==> src/rtl/cpu_halt_ctrl_pkg.sv <==
// Shared types for the 6502 halt/RDY controller.
// Holds the DMA FSM state encoding and the write-run counter width.
package a7800_bus_pkg;

  typedef enum logic [1:0] {
    RUN,
    HALT_ARM,
    HALTED,
    RELEASE
  } halt_state_t;

  localparam int WRITE_RUN_W = 3;

endpackage

==> src/rtl/cpu_halt_ctrl_if.sv <==
// MARIA DMA handshake between the DMA engine and the CPU halt controller.
// master = MARIA side, slave = halt controller.
interface cpu_halt_ctrl_if;

  logic dma_req;
  logic dma_done;
  logic dma_grant;
  logic halt_b;

  modport master (
    output dma_req,
    output dma_done,
    input  dma_grant,
    input  halt_b
  );

  modport slave (
    input  dma_req,
    input  dma_done,
    output dma_grant,
    output halt_b
  );

endinterface

==> src/rtl/cpu_wsync_latch.sv <==
// TIA WSYNC stall latch: holds RDY low from the WSYNC strobe to end of line.
// A set and clear in the same clock keeps the stall until the next line.
module cpu_wsync_latch (
  input  logic clk,
  input  logic reset_n,
  input  logic wsync_req,
  input  logic hblank_end,
  output logic rdy
);

  logic wsync_pend;

  always_ff @(posedge clk) begin
    if (!reset_n) begin
      wsync_pend <= 1'b0;
    end else if (wsync_req) begin
      wsync_pend <= 1'b1;
    end else if (hblank_end) begin
      wsync_pend <= 1'b0;
    end
  end

  assign rdy = ~wsync_pend;

endmodule

==> src/rtl/cpu_halt_ctrl.sv <==
// CPU halt/RDY controller: MARIA DMA arbitration plus WSYNC stall.
// Optional HALT_STATS_EN adds the stall_cycles counter port.
module cpu_halt_ctrl
  import a7800_bus_pkg::*;
#(
  parameter int GRANT_DELAY   = 1,
  parameter int MAX_WRITE_RUN = 3
) (
  input  logic              clk,
  input  logic              reset_n,
  input  logic              cpu_ce,
  input  logic              cpu_rd,
  cpu_halt_ctrl_if.slave    dma,
  input  logic              wsync_req,
  input  logic              hblank_end,
  output logic              rdy,
`ifdef HALT_STATS_EN
  output logic [15:0]       stall_cycles,
`endif
  output logic              err_wr
);

  localparam logic [2:0] GD =
    3'(GRANT_DELAY);
  localparam logic [WRITE_RUN_W-1:0] MWR =
    WRITE_RUN_W'(MAX_WRITE_RUN);

  halt_state_t            state;
  logic [2:0]             dly;
  logic [WRITE_RUN_W-1:0] write_run;
  logic [WRITE_RUN_W-1:0] wr_next;

  assign wr_next = (write_run == '1) ?
    write_run : write_run + 1'b1;

  cpu_wsync_latch u_wsync (
    .clk        (clk),
    .reset_n    (reset_n),
    .wsync_req  (wsync_req),
    .hblank_end (hblank_end),
    .rdy        (rdy)
  );

  always_ff @(posedge clk) begin
    if (!reset_n) begin
      state         <= RUN;
      dma.halt_b    <= 1'b1;
      dma.dma_grant <= 1'b0;
      err_wr        <= 1'b0;
      dly           <= '0;
      write_run     <= '0;
    end else begin
      unique case (state)
        RUN: begin
          if (dma.dma_req && write_run > MWR)
            err_wr <= 1'b1;
          if (cpu_ce) begin
            if (cpu_rd) begin
              write_run <= '0;
              if (dma.dma_req) begin
                state      <= HALT_ARM;
                dma.halt_b <= 1'b0;
                dly        <= '0;
              end
            end else begin
              // writes cannot be halted; track how long MARIA is starved
              write_run <= wr_next;
              if (dma.dma_req && wr_next > MWR)
                err_wr <= 1'b1;
            end
          end
        end
        HALT_ARM: begin
          if (cpu_ce) begin
            if (!dma.dma_req) begin
              state      <= RUN;
              dma.halt_b <= 1'b1;
            end else if (dly + 3'd1 == GD) begin
              state         <= HALTED;
              dma.dma_grant <= 1'b1;
            end else begin
              dly <= dly + 3'd1;
            end
          end
        end
        HALTED: begin
          if (dma.dma_done || !dma.dma_req) begin
            state         <= RELEASE;
            dma.dma_grant <= 1'b0;
            dma.halt_b    <= 1'b1;
          end
        end
        RELEASE: begin
          if (cpu_ce)
            state <= RUN;
        end
        default: state <= RUN;
      endcase
    end
  end

`ifdef HALT_STATS_EN
  always_ff @(posedge clk) begin
    if (!reset_n) begin
      stall_cycles <= '0;
    end else if (cpu_ce && (!dma.halt_b || !rdy)
                 && stall_cycles != 16'hFFFF) begin
      stall_cycles <= stall_cycles + 16'd1;
    end
  end
`endif

endmodule

==> src/flat_wrapper.sv <==
// flat-port wrapper written by rule: the top's interface ports become plain ports
module cpu_halt_ctrl_flat import a7800_bus_pkg::*;
#(
  parameter int GRANT_DELAY   = 1,
  parameter int MAX_WRITE_RUN = 3
)
  (clk, reset_n, cpu_ce, cpu_rd, wsync_req, hblank_end, rdy, err_wr, dma_dma_req, dma_dma_done, dma_dma_grant, dma_halt_b);
  cpu_halt_ctrl_if dma_i ();
  input  logic clk;
  input  logic reset_n;
  input  logic cpu_ce;
  input  logic cpu_rd;
  input  logic wsync_req;
  input  logic hblank_end;
  output logic rdy;
  output logic err_wr;
  input wire logic [$bits(dma_i.dma_req)-1:0] dma_dma_req;
  input wire logic [$bits(dma_i.dma_done)-1:0] dma_dma_done;
  output wire logic [$bits(dma_i.dma_grant)-1:0] dma_dma_grant;
  output wire logic [$bits(dma_i.halt_b)-1:0] dma_halt_b;
  assign dma_i.dma_req = dma_dma_req;
  assign dma_i.dma_done = dma_dma_done;
  assign dma_dma_grant = dma_i.dma_grant;
  assign dma_halt_b = dma_i.halt_b;
  cpu_halt_ctrl #(.GRANT_DELAY(GRANT_DELAY), .MAX_WRITE_RUN(MAX_WRITE_RUN)) u_core (.clk(clk), .reset_n(reset_n), .cpu_ce(cpu_ce), .cpu_rd(cpu_rd), .dma(dma_i), .wsync_req(wsync_req), .hblank_end(hblank_end), .rdy(rdy), .err_wr(err_wr));
endmodule
==> config.mk <==
export PLATFORM = sky130hd
export DESIGN_NAME = cpu_halt_ctrl_flat
export DESIGN_NICKNAME = d
export VERILOG_FILES = /design/src/rtl/cpu_halt_ctrl_pkg.sv /design/src/rtl/cpu_halt_ctrl_if.sv /design/src/rtl/cpu_wsync_latch.sv /design/src/rtl/cpu_halt_ctrl.sv /design/src/flat_wrapper.sv
export SDC_FILE = /design/constraint.sdc
export NUM_CORES = 1
export LEC_CHECK = 0
export ABC_AREA = 1
export ABC_CLOCK_PERIOD_IN_PS = 1800
export CAP_MARGIN = 15
export CORE_UTILIZATION = 30
export DETAILED_ROUTE_END_ITERATION = 8
export PLACE_DENSITY = 0.56
export SLEW_MARGIN = 20
export SYNTH_ARGS = -nofsm -noshare
export SYNTH_HDL_FRONTEND = slang
export SYNTH_SLANG_ARGS = --single-unit
==> constraint.sdc <==
create_clock -name clk -period 1.8 [get_ports clk]
set_clock_uncertainty 0.15 [all_clocks]
set_input_delay 0.27 -clock clk [delete_from_list [all_inputs] [get_ports clk]]
set_output_delay 0.27 -clock clk [all_outputs]
set_load 0.05 [all_outputs]
# After elaboration in Yosys (flattened, before gate mapping)
# Index checks and enable logic that the tools add are counted.
[word_totals]
ff_bits = 12
latchBits = 0
ram_bits = 0
mem_bits_ro = 0
input_bits = 8
out_inout_bits = 4
wordCells = 78
memories = 0
[classes]
n_addsub = 2
multipliers = 0
div_mod_pow = 0
order_cmp = 2
eq_ne = 16
shift = 0
muxes = 36
bitwise_logic = 1
n_reduce_logical = 14
[ops]
columns = ["operator", "count"]
rows = [
  ["$mux W3", 8],
  ["$reduce_and A7 Y1", 3],
  ["$mux W1", 16],
  ["$mux W2", 8],
  ["$ne A2 B2 Y1 const B", 8],
  ["$pmux W2 S4", 1],
  ["$add A3 B1 Y3 const B", 2],
  ["$gt A3 B2 Y1 const B", 2],
  ["$pmux W3 S2", 1],
  ["$reduce_bool A2 Y1", 3],
  ["$reduce_and A5 Y1", 1],
  ["$eq A2 B2 Y1 const B", 2],
  ["$ne A2 B1 Y1 const B", 2],
  ["$eq A3 B1 Y1 const B", 1],
  ["$eq A3 B3 Y1 const B", 1],
  ["$ne A3 B2 Y1 const B", 1],
  ["$pmux W1 S3", 1],
  ["$reduce_bool A3 Y1", 1],
  ["$eq A2 B1 Y1 const B", 1],
  ["$logic_and A1 B1 Y1", 2],
  ["$logic_not A2 Y1", 1],
  ["$pmux W1 S2", 1],
  ["$reduce_and A2 Y1", 1],
  ["$logic_not A1 Y1", 1],
  ["other kinds (2)", 2],
]

# Longest topological paths before layout
# Gate-level depths: netlist of the first run.
[logic_depth]
depth_word = 7
depth_mapped = 11

# Hierarchy
# Synthesis of the first run repeated with hierarchy kept, for this count alone.
[unflattened]
hier_cells = 121
hier_area_um2 = 795.8
[modules_own_cells]
columns = ["mod", "n_inst", "cells_per_inst", "area_each_um2", "seq_area_each_um2"]
rows = [
  ["cpu_halt_ctrl", 1, 114, 748.2, 220.2],
  ["cpu_wsync_latch", 1, 7, 47.5, 20.0],
]

# Least setup slack after synthesis of the first run
# OpenSTA, ideal clock, no wires.
[synth_timing]
path_type = "reg-to-reg"
start = "register u_core.state[0]"
end = "register (tool-made name)"
setup_time_ps = 64
t_arrival_ps = 1343
required_time_ps = 1586
path_slack_ps = 243
stages_incl_launch_ff = 10
path_buffers = 0
period_less_slack_ps = 1557
path_cell_list = "dfxtp_1 -> inv_1 -> ha_1 -> o21ai_1 -> nand3_1 -> nor2_2 -> nand3_1 -> nand2_1 -> inv_1 -> nor2_1"
[synth_rtl]
columns = ["item", "line_no", "rtl"]
rows = [
  ["start, declared", "cpu_halt_ctrl.sv:28", "halt_state_t state;"],
  ["start signal, assigned", "cpu_halt_ctrl.sv:46", "state <= RUN;"],
  ["start signal, assigned", "cpu_halt_ctrl.sv:61", "state <= HALT_ARM;"],
  ["start signal, assigned", "cpu_halt_ctrl.sv:76", "state <= RUN;"],
]

==> run_summary.xml, run 1 <==
<?xml version="1.0" encoding="UTF-8"?>
<metrics>
  <group name="clocking">
    <metric name="max-clock-path-buffers" unit="">2</metric>
    <metric name="postCtsHoldBufs" unit="">0</metric>
    <metric name="cts_tree" unit="">done</metric>
    <metric name="clkSlewWorstSetupHoldPaths" unit="ns">0.08</metric>
    <metric name="clk-insertion-delay-late" unit="ns">0.27</metric>
    <metric name="cts_num_sinks" unit="">12</metric>
    <metric name="clock-root-buffer" unit="">clkbuf_4</metric>
    <metric name="h_tree_depth_reported_by_cts" unit="">1</metric>
    <metric name="cts.repair.resized" unit="">0</metric>
    <metric name="cts_buffers" unit="">3</metric>
    <metric name="cts_setup_buffers" unit="">0</metric>
  </group>
  <group name="die">
    <metric name="design.portCount" unit="">12</metric>
    <metric name="die-area" unit="sq um">2790</metric>
    <metric name="dieWidth" unit="microns">52.8</metric>
    <metric name="floorplan.rows" unit="">18</metric>
    <metric name="initial_core_util" unit="">0.315</metric>
    <metric name="coreArea" unit="sq um">2450</metric>
    <metric name="chipHeight" unit="microns">52.8</metric>
  </group>
  <group name="timing">
    <metric name="setup_viol" unit="">0</metric>
    <metric name="final-max-slew-violation-count" unit="">0</metric>
    <metric name="hold_ws" unit="ns">0.316</metric>
    <metric name="setup_total_negative_slack" unit="ns">0</metric>
    <metric name="post-route-period-util" unit="">0.905</metric>
    <metric name="layout_min_cycle_time" unit="ns">1.63</metric>
    <metric name="worst_slew_pin_slew" unit="ns">0.222</metric>
    <metric name="slew-limit-headroom" unit="">0.852</metric>
    <metric name="achievable-frequency" unit="MHz">614</metric>
    <metric name="final_hold_viol_count" unit="">0</metric>
    <metric name="grt_setup_unrepaired" unit="">no</metric>
  </group>
  <group name="layout">
    <metric name="fillCellCount" unit="">271</metric>
    <metric name="fin_cells" unit="">158</metric>
    <metric name="proportion_of_layout_cells_with_a_drive_suffix_above_1" unit="">0.180</metric>
    <metric name="design.final.nets" unit="">145</metric>
    <metric name="syn_to_final_growth" unit="%">23.6</metric>
    <metric name="num_antenna_cells" unit="">0</metric>
    <metric name="design_area" unit="sq um">957</metric>
  </group>
  <group name="placed_design">
    <metric name="final_wtd_congestion" unit="">0.791</metric>
    <metric name="placement.cell_area" unit="sq um">916</metric>
    <metric name="placedCellCount" unit="">154</metric>
    <metric name="place.detailed.hpwl" unit="microns">1280</metric>
    <metric name="io_buffer_count" unit="">11</metric>
  </group>
  <group name="job">
    <metric name="timing.max_cap.violations" unit="">0</metric>
  </group>
  <group name="global_route">
    <metric name="grt_antenna_before_repair" unit="">0</metric>
    <metric name="grt_pass1_vias" unit="">677</metric>
    <metric name="grt_pass1_wl" unit="microns">2740</metric>
    <metric name="grt.total_usage" unit="">0.136</metric>
    <metric name="grt_start_max_net_pins" unit="">9</metric>
    <metric name="globalRouteOverflowTotal" unit="">0</metric>
  </group>
  <group name="synth">
    <metric name="yosys_register_bits" unit="">12</metric>
    <metric name="synth_sequential_area_ratio" unit="">0.310</metric>
    <metric name="synth_nets" unit="">128</metric>
    <metric name="ys.warnings.count" unit="">0</metric>
    <metric name="number_of_distinct_library_cell_variants_in_the_gate_level_netlist_after_synthesis" unit="">22</metric>
    <metric name="synthCells" unit="">112</metric>
    <metric name="synth_area" unit="sq um">774</metric>
    <metric name="syn-mean-instance-area" unit="sq um">6.92</metric>
  </group>
  <group name="setup_path">
    <metric name="worst_setup_path_start_kind" unit="">flop</metric>
    <metric name="worst-path-max-fanout" unit="">8</metric>
    <metric name="required" unit="ns">1.86</metric>
    <metric name="critical_path_depth" unit="">9</metric>
    <metric name="critical_path.max_stage_delay" unit="ns">0.39</metric>
    <metric name="timing.critical_path.cells" unit="">inv_1, ha_2, o21ai_1, nand3_1, nor2_2, nand3_1, nand2_1, inv_1, nor2_1</metric>
    <metric name="crit_path_top_delay_cell" unit="">dfxtp_1</metric>
    <metric name="r2r.worst_path.cells" unit="">9</metric>
    <metric name="end_kind" unit="">flop</metric>
    <metric name="worst_ep_arrival_time" unit="ns">1.69</metric>
    <metric name="cpLargestDelayFamily" unit="">simple AND/OR/NAND/NOR gates</metric>
    <metric name="regToRegSetupSlack" unit="ns">0.17</metric>
    <metric name="critPathBufInv" unit="">2</metric>
    <metric name="criticalPathCategory" unit="">flop to flop</metric>
  </group>
  <group name="drt">
    <metric name="detail_route.wirelength" unit="microns">1590</metric>
    <metric name="ant_nets" unit="">0</metric>
    <metric name="drt-initial-drc-count" unit="">14</metric>
    <metric name="routed-via-count" unit="">735</metric>
    <metric name="wl_per_cell" unit="microns">10.1</metric>
    <metric name="dr.pass1.iters" unit="">6</metric>
    <metric name="via_per_inst" unit="">4.65</metric>
    <metric name="drt_drc_violations_left" unit="">0</metric>
  </group>
  <group name="run_status">
    <metric name="status" unit="">finished clean</metric>
  </group>
  <group name="power">
    <metric name="ir_drop" unit="mV">0.305</metric>
    <metric name="power_leakage" unit="nW">0.432</metric>
    <metric name="pwr_density_cell" unit="nW/um^2">836</metric>
    <metric name="total_power" unit="W">0.000800</metric>
  </group>
  <group name="worst_hold_path">
    <metric name="min-delay-path-class" unit="">flop to flop</metric>
    <metric name="worst_hold_path.num_cells" unit="">2</metric>
  </group>
</metrics>
==> state kept, by name, indices dropped and copies added (netlist names), named ones only <==
signal                     flops
u_core.dly                     3
u_core.write_run               3
u_core.dma.dma_grant           1
u_core.dma.halt_b              1
u_core.err_wr                  1
u_core.state                   1
u_core.u_wsync.wsync_pend      1
==> logic make-up (layout without fill, tap and decap cells) <==
family,Yosys count,count (layout),synth area share
xor gates and xnor gates,1,1,0.0113
DFF,12,12,0.310
adders and majority gates,8,8,0.129
AOI/OAI and AO/OA,22,22,0.153
buffers and inverters,22,38,0.118
and+or+nand+nor,47,47,0.278
==> final cells by class <==
| cell class | count | area (sq um) | share of cell area |
|---|---|---|---|
| multi-input combinational | 78 | 448 | 0.468 |
| sequential | 12 | 240 | 0.251 |
| timing repair buffer | 13 | 115 | 0.120 |
| inverter | 21 | 80.1 | 0.0837 |
| tap | 30 | 37.5 | 0.0392 |
| clock buffer | 4 | 36.3 | 0.0379 |
==> layer usage <==
| metal | up-vias | track usage | part of all wire | wire length, microns |
|---|---|---|---|---|
| li1 | 393 | - | - | - |
| met1 | 332 | 0.172 | 0.49 | 781 |
| met2 | 10 | 0.213 | 0.48 | 771 |
| met3 | 0 | 0.0261 | 0.024 | 38 |
| met4 | 0 | 0.0789 | 0 | 0 |
| met5 | - | 0 | 0 | 0 |
==> cell usage after synthesis, drive strengths merged <==
cell type / number / share of area
a21oi: 10 / 0.069
a31oi: 2 / 0.016
buf: 1 / 0.015
clkinv: 1 / 0.0065
dfxtp: 12 / 0.31
ha: 8 / 0.13
inv: 20 / 0.097
nand2: 20 / 0.10
nand3: 7 / 0.052
nand4: 3 / 0.024
nor2: 15 / 0.082
nor3: 2 / 0.019
o21a: 1 / 0.0097
o21ai: 9 / 0.058
xor2: 1 / 0.011
==> stage by stage <==
| step | worst slack, ns | utilization |
|---|---|---|
| floorplan | 0.243 | - |
| global placement | 0.0551 | 0.373 |
| detailed placement | 0.0622 | 0.373 |
| CTS | 0.125 | 0.388 |
| global route | 0.000555 | 0.390 |
| finish | 0.170 | 0.390 |
==> placed cells by master (no fill, tap or decap) <==
master	count
clkinv_2	1
nor2_2	3
clkbuf_8	1
inv_2	3
nor3_2	1
inv_1	17
a31oi_1	2
o21ai_1	8
nand3_1	6
a21oi_2	1
buf_4	6
clkdlybuf4s50_1	7
a21oi_1	9
o21ai_0	1
nand3_2	1
nor3_1	1
nand4_1	3
ha_1	6
ha_2	2
o21a_1	1
nor2_1	12
xor2_1	1
clkbuf_4	3
nand2_1	19
dfxtp_1	12
nand2_2	1
==> path summary, 6_finish.rpt <==
| check | startpoint | to |
|---|---|---|
| worst max-delay path | flop | flop |
| worst min-delay path | u_core.err_wr | u_core.err_wr |
| worst max register to register | flop | flop |
| worst min register to register | u_core.err_wr | u_core.err_wr |
==> where the power goes <==
part           total, W  internal [W]  switching [W]
Combinational  0.000266      0.000103       0.000163
Clock          0.000218      0.000123      0.0000949
Sequential     0.000316      0.000294      0.0000217
Total          0.000800      0.000520       0.000280
==> worst min-delay path, cell delays in order, from the launching register on <==
cell and delay [ns]:
dfxtp_1 0.32, inv_1 0.05, a21oi_1 0.06
Power figures use the tool's default switching activity.
==> inputs of run 2 (changes only) <==
CAP_MARGIN = 30   (was 15)
PLACE_DENSITY = unset   (was 0.56)
SLEW_MARGIN = 25   (was 20)
==> run_summary.xml, run 2 (same netlist as run 1, synthesis figures left out) <==
<?xml version="1.0" encoding="UTF-8"?>
<metrics>
  <group name="run_status">
    <metric name="status" unit="">finished clean</metric>
  </group>
  <group name="power">
    <metric name="ir_drop" unit="mV">0.401</metric>
    <metric name="power_leakage" unit="nW">0.428</metric>
    <metric name="total_power" unit="W">0.000799</metric>
    <metric name="pwr_density_cell" unit="nW/um^2">836</metric>
  </group>
  <group name="job">
    <metric name="timing.max_cap.violations" unit="">0</metric>
  </group>
  <group name="worst_hold_path">
    <metric name="worst_hold_path.num_cells" unit="">2</metric>
    <metric name="min-delay-path-class" unit="">flop to flop</metric>
    <metric name="worst_hold_path.endpoint" unit="">u_core.err_wr</metric>
    <metric name="holdCritStartpoint" unit="">u_core.err_wr</metric>
  </group>
  <group name="layout">
    <metric name="design.final.nets" unit="">144</metric>
    <metric name="reg.largest.list" unit="">u_core.dly (3), u_core.write_run (3)</metric>
    <metric name="proportion_of_layout_cells_with_a_drive_suffix_above_1" unit="">0.181</metric>
    <metric name="syn_to_final_growth" unit="%">23.4</metric>
    <metric name="final_common_cell" unit="">nand2_1</metric>
    <metric name="fillCellCount" unit="">261</metric>
    <metric name="layout.cells.most_common_list" unit="">nand2_1, inv_1, nor2_1</metric>
    <metric name="num_antenna_cells" unit="">0</metric>
  </group>
  <group name="timing">
    <metric name="worst_slew_pin_slew" unit="ns">0.262</metric>
    <metric name="final_hold_viol_count" unit="">0</metric>
    <metric name="achievable-frequency" unit="MHz">627</metric>
    <metric name="final-max-slew-violation-count" unit="">0</metric>
    <metric name="grt_setup_unrepaired" unit="">no</metric>
    <metric name="hold_ws" unit="ns">0.302</metric>
    <metric name="setup_viol" unit="">0</metric>
    <metric name="setup_total_negative_slack" unit="ns">0</metric>
    <metric name="slew-limit-headroom" unit="">0.825</metric>
    <metric name="post-route-period-util" unit="">0.886</metric>
    <metric name="layout_min_cycle_time" unit="ns">1.60</metric>
  </group>
  <group name="placed_design">
    <metric name="io_buffer_count" unit="">11</metric>
    <metric name="place.detailed.hpwl" unit="microns">1210</metric>
    <metric name="final_wtd_congestion" unit="">0.811</metric>
  </group>
  <group name="clocking">
    <metric name="clk-insertion-delay-late" unit="ns">0.27</metric>
    <metric name="h_tree_depth_reported_by_cts" unit="">1</metric>
    <metric name="clock-root-buffer" unit="">clkbuf_4</metric>
    <metric name="cts_num_sinks" unit="">12</metric>
    <metric name="postCtsHoldBufs" unit="">0</metric>
    <metric name="max-clock-path-buffers" unit="">2</metric>
    <metric name="clkSlewWorstSetupHoldPaths" unit="ns">0.08</metric>
    <metric name="cts_tree" unit="">done</metric>
    <metric name="cts_buffers" unit="">3</metric>
  </group>
  <group name="setup_path">
    <metric name="required" unit="ns">1.87</metric>
    <metric name="timing.critical_path.cells" unit="">inv_1, ha_2, o21ai_1, nand3_1, nor2_4, nand3_1, nand2_1, inv_1, nor2_1</metric>
    <metric name="critPathBufInv" unit="">2</metric>
    <metric name="criticalPathCategory" unit="">flop to flop</metric>
    <metric name="crit_path_top_delay_cell" unit="">dfxtp_1</metric>
    <metric name="end_kind" unit="">flop</metric>
    <metric name="regToRegSetupSlack" unit="ns">0.20</metric>
    <metric name="worst_setup_path_start_kind" unit="">flop</metric>
    <metric name="r2r.worst_path.cells" unit="">9</metric>
    <metric name="worst-path-max-fanout" unit="">8</metric>
    <metric name="critical_path.max_stage_delay" unit="ns">0.39</metric>
    <metric name="worst_ep_arrival_time" unit="ns">1.66</metric>
    <metric name="cpLargestDelayFamily" unit="">simple AND/OR/NAND/NOR gates</metric>
  </group>
  <group name="drt">
    <metric name="drt-initial-drc-count" unit="">15</metric>
    <metric name="drt_drc_violations_left" unit="">0</metric>
    <metric name="wl_per_cell" unit="microns">9.48</metric>
    <metric name="dr.pass1.iters" unit="">4</metric>
    <metric name="via_per_inst" unit="">4.62</metric>
    <metric name="ant_nets" unit="">0</metric>
    <metric name="routed-via-count" unit="">726</metric>
    <metric name="detail_route.wirelength" unit="microns">1490</metric>
  </group>
  <group name="global_route">
    <metric name="grt.total_usage" unit="">0.124</metric>
    <metric name="grt_start_max_net_pins" unit="">9</metric>
    <metric name="grt_pass1_wl" unit="microns">2480</metric>
    <metric name="globalRouteOverflowTotal" unit="">0</metric>
    <metric name="grt_pass1_vias" unit="">630</metric>
    <metric name="grt_antenna_before_repair" unit="">0</metric>
  </group>
  <group name="die">
    <metric name="die-area" unit="sq um">2790</metric>
    <metric name="design.portCount" unit="">12</metric>
    <metric name="coreArea" unit="sq um">2450</metric>
    <metric name="floorplan.rows" unit="">18</metric>
    <metric name="dieWidth" unit="microns">52.8</metric>
    <metric name="chipHeight" unit="microns">52.8</metric>
    <metric name="initial_core_util" unit="">0.315</metric>
  </group>
</metrics>
==> run 2: timing repair <==
action	4_1_cts	5_1_grt
resized for setup	0	4
buffers inserted	0	0
endpoints found under the setup margin	0	3
==> run 2: worst max-delay path by stage <==
| stage | slack, ns | from | endpoint | depth (start not counted) |
|---|---|---|---|---|
| after floorplan | 0.24 | u_core.state[0] | flop | 9 |
| after CTS | 0.04 | u_core.state[0] | flop | 9 |
| after detailed placement | 0.07 | u_core.state[0] | flop | 9 |
| after global placement | 0.1 | u_core.state[0] | flop | 9 |
| final | 0.20 | flop | flop | 9 |
| after global routing | 0.06 | flop | flop | 9 |
==> run 2: per-stage QoR <==
stage          instances  area [sq um]  utilization  worst slack (ns)
6_report             157           956        0.389             0.205
5_1_grt              157           956        0.389            0.0584
3_5_place_dp         153           908        0.370            0.0660
4_1_cts              157           945        0.385            0.0375
3_3_place_gp         153           908        0.370            0.0971
2_1_floorplan        112           774            -             0.243
==> run 2: area by class of cell <==
cell class	count	area (sq um)	share of cell area
Multi-Input combinational cell	78	453	0.474
Sequential cell	12	241	0.253
Timing Repair Buffer	12	108	0.113
Inverter	21	80.1	0.0838
Tap cell	30	37.5	0.0393
Clock buffer	4	36.3	0.0380
==> run 2: report_power, final <==
group	leakage (nW)	switching (W)	internal [W]
logic	0.308	0.000161	0.0000998
clock network	0.0210	0.0000954	0.000123
registers	0.0988	0.0000242	0.000295
total	0.428	0.000281	0.000518
==> run 2: routing by layer <==
metal  wire length [microns]  track usage  up-vias
met5                       0            0        -
met4                      10       0.0658        0
met3                      51       0.0348        2
met2                     721        0.207       10
met1                     705        0.141      324
li1                        -            -      390
==> run 2: tightest hold or removal path: cells and delay by family, from the launching register on <==
family,cells,cell delay [ns]
AO/OA/AOI/OAI,1,0.05
buffers and inverters,1,0.05
flip-flops,1,0.31
==> inputs of run 3 (changes only) <==
SETUP_SLACK_MARGIN = 0.05   (was unset)
==> run_summary.xml, run 3 (same netlist as run 1, synthesis figures left out) <==
<?xml version="1.0" encoding="UTF-8"?>
<metrics>
  <group name="run_status">
    <metric name="status" unit="">finished clean</metric>
  </group>
  <group name="power">
    <metric name="ir_drop" unit="mV">0.401</metric>
    <metric name="pwr-share-seq" unit="">0.401</metric>
    <metric name="clock_power_share" unit="">0.272</metric>
    <metric name="power.net_switching" unit="W">0.000280</metric>
    <metric name="cell_internal_pwr" unit="W">0.000518</metric>
    <metric name="power_leakage" unit="nW">0.428</metric>
    <metric name="switching_share" unit="">0.351</metric>
    <metric name="pwr_density_cell" unit="nW/um^2">834</metric>
    <metric name="power_frac_comb" unit="">0.327</metric>
  </group>
  <group name="clocking">
    <metric name="clk-insertion-delay-late" unit="ns">0.27</metric>
    <metric name="cts_buffers" unit="">3</metric>
    <metric name="postCtsHoldBufs" unit="">0</metric>
    <metric name="max-clock-path-buffers" unit="">2</metric>
    <metric name="cts_setup_buffers" unit="">0</metric>
    <metric name="h_tree_depth_reported_by_cts" unit="">1</metric>
    <metric name="cts_num_sinks" unit="">12</metric>
    <metric name="cts_tree" unit="">done</metric>
    <metric name="clkSlewWorstSetupHoldPaths" unit="ns">0.08</metric>
    <metric name="clock-root-buffer" unit="">clkbuf_4</metric>
  </group>
  <group name="drt">
    <metric name="wl_met2" unit="microns">730</metric>
    <metric name="detail_route.wirelength" unit="microns">1500</metric>
    <metric name="drt_drc_violations_left" unit="">0</metric>
    <metric name="wl_per_cell" unit="microns">9.57</metric>
    <metric name="ant_nets" unit="">0</metric>
    <metric name="routed-via-count" unit="">726</metric>
    <metric name="drt-initial-drc-count" unit="">16</metric>
    <metric name="m1WireLength" unit="microns">711</metric>
    <metric name="topRoutingLayerUsed" unit="">met4</metric>
    <metric name="via_per_inst" unit="">4.62</metric>
    <metric name="dr.pass1.iters" unit="">4</metric>
    <metric name="route.met3.wl" unit="microns">49</metric>
  </group>
  <group name="job">
    <metric name="timing.max_cap.violations" unit="">0</metric>
  </group>
  <group name="timing">
    <metric name="final_hold_viol_count" unit="">0</metric>
    <metric name="post-route-period-util" unit="">0.889</metric>
    <metric name="worst_slew_pin_slew" unit="ns">0.263</metric>
    <metric name="slew-limit-headroom" unit="">0.824</metric>
    <metric name="layout_min_cycle_time" unit="ns">1.60</metric>
    <metric name="setup_viol" unit="">0</metric>
    <metric name="setup_total_negative_slack" unit="ns">0</metric>
    <metric name="grt_setup_unrepaired" unit="">no</metric>
    <metric name="achievable-frequency" unit="MHz">625</metric>
    <metric name="final-max-slew-violation-count" unit="">0</metric>
  </group>
  <group name="die">
    <metric name="coreArea" unit="sq um">2450</metric>
    <metric name="floorplan.rows" unit="">18</metric>
    <metric name="dieWidth" unit="microns">52.8</metric>
    <metric name="die-area" unit="sq um">2790</metric>
    <metric name="chipHeight" unit="microns">52.8</metric>
    <metric name="initial_core_util" unit="">0.315</metric>
    <metric name="design.portCount" unit="">12</metric>
  </group>
  <group name="setup_path">
    <metric name="end_kind" unit="">flop</metric>
    <metric name="regToRegSetupSlack" unit="ns">0.20</metric>
    <metric name="worst-path-max-fanout" unit="">7</metric>
    <metric name="worst_ep_arrival_time" unit="ns">1.66</metric>
    <metric name="required" unit="ns">1.86</metric>
    <metric name="worst_setup_path_start_kind" unit="">flop</metric>
    <metric name="criticalPathCategory" unit="">flop to flop</metric>
    <metric name="r2r.worst_path.cells" unit="">9</metric>
  </group>
  <group name="layout">
    <metric name="post-route-util" unit="">0.390</metric>
    <metric name="design_area" unit="sq um">957</metric>
    <metric name="design.final.nets" unit="">144</metric>
    <metric name="proportion_of_layout_cells_with_a_drive_suffix_above_1" unit="">0.189</metric>
    <metric name="multiInputGateArea" unit="sq um">453</metric>
    <metric name="reg.largest.list" unit="">u_core.dly (3), u_core.write_run (3)</metric>
    <metric name="num_antenna_cells" unit="">0</metric>
    <metric name="syn_to_final_growth" unit="%">23.6</metric>
    <metric name="final_common_cell" unit="">nand2_1</metric>
    <metric name="ff_latch_area" unit="sq um">243</metric>
    <metric name="layout.cells.most_common_list" unit="">nand2_1, inv_1, nor2_1</metric>
    <metric name="fillCellCount" unit="">261</metric>
  </group>
  <group name="worst_hold_path">
    <metric name="min-delay-path-class" unit="">flop to flop</metric>
    <metric name="worst_hold_path.num_cells" unit="">2</metric>
  </group>
  <group name="placed_design">
    <metric name="final_wtd_congestion" unit="">0.811</metric>
    <metric name="placement.cell_area" unit="sq um">908</metric>
    <metric name="place.detailed.hpwl" unit="microns">1210</metric>
    <metric name="io_buffer_count" unit="">11</metric>
  </group>
  <group name="global_route">
    <metric name="globalRouteOverflowTotal" unit="">0</metric>
    <metric name="grt_antenna_before_repair" unit="">0</metric>
    <metric name="grt_pass1_vias" unit="">630</metric>
    <metric name="grt.total_usage" unit="">0.124</metric>
    <metric name="grt_start_max_net_pins" unit="">9</metric>
    <metric name="grt_pass1_wl" unit="microns">2480</metric>
  </group>
</metrics>
run 3: worst paths after layout:
path	start	to
worst max-delay path	u_core.state[0]	flop
worst min-delay path	u_core.err_wr	u_core.err_wr
worst max register to register	u_core.state[0]	flop
worst min register to register	u_core.err_wr	u_core.err_wr
run 3: routing by layer:
layer,track usage,vias to the layer above
met3,0.0348,2
met1,0.141,324
met4,0.0658,0
met2,0.207,10
met5,0,-
li1,-,390
run 3: stage by stage:
step                      hold slack, ns  worst slack, ns  instances  total power, W
after global routing               0.319           0.0498        157        0.000861
after global placement             0.292           0.0971        153        0.000575
after CTS                          0.305           0.0839        157        0.000805
after floorplan                    0.241            0.243        112        0.000515
after detailed placement           0.292           0.0660        153        0.000581
final                              0.302            0.200        157        0.000798
run 3: layout make-up:
class / count / share of cell area
clock buffer: 4 / 0.0379
tap: 30 / 0.0392
timing repair buffer: 12 / 0.112
sequential: 12 / 0.254
inverter: 21 / 0.0837
multi-input combinational: 78 / 0.473
run 3: worst max-delay path: stages, from the launching register on:
cell and delay, ns:
dfxtp_2 0.40, inv_1 0.08, ha_2 0.23, o21ai_1 0.15
nand3_1 0.13, nor2_4 0.14, nand3_1 0.08, nand2_1 0.07
inv_1 0.04, nor2_1 0.08
run 3: what timing repair did:
action,in CTS,in global routing
endpoints found under the setup margin,1,4
endpoints found under the hold margin,0,0
resized for setup,1,4
run 3: power groups by stage:
stage          Combinational, W  Clock [W]  Sequential (W)
2_1_floorplan          0.000166          0        0.000349
3_3_place_gp           0.000251          0        0.000323
3_5_place_dp           0.000256          0        0.000325
4_1_cts                0.000257   0.000228        0.000320
5_1_grt                0.000292   0.000246        0.000324
6_report               0.000261   0.000217        0.000320
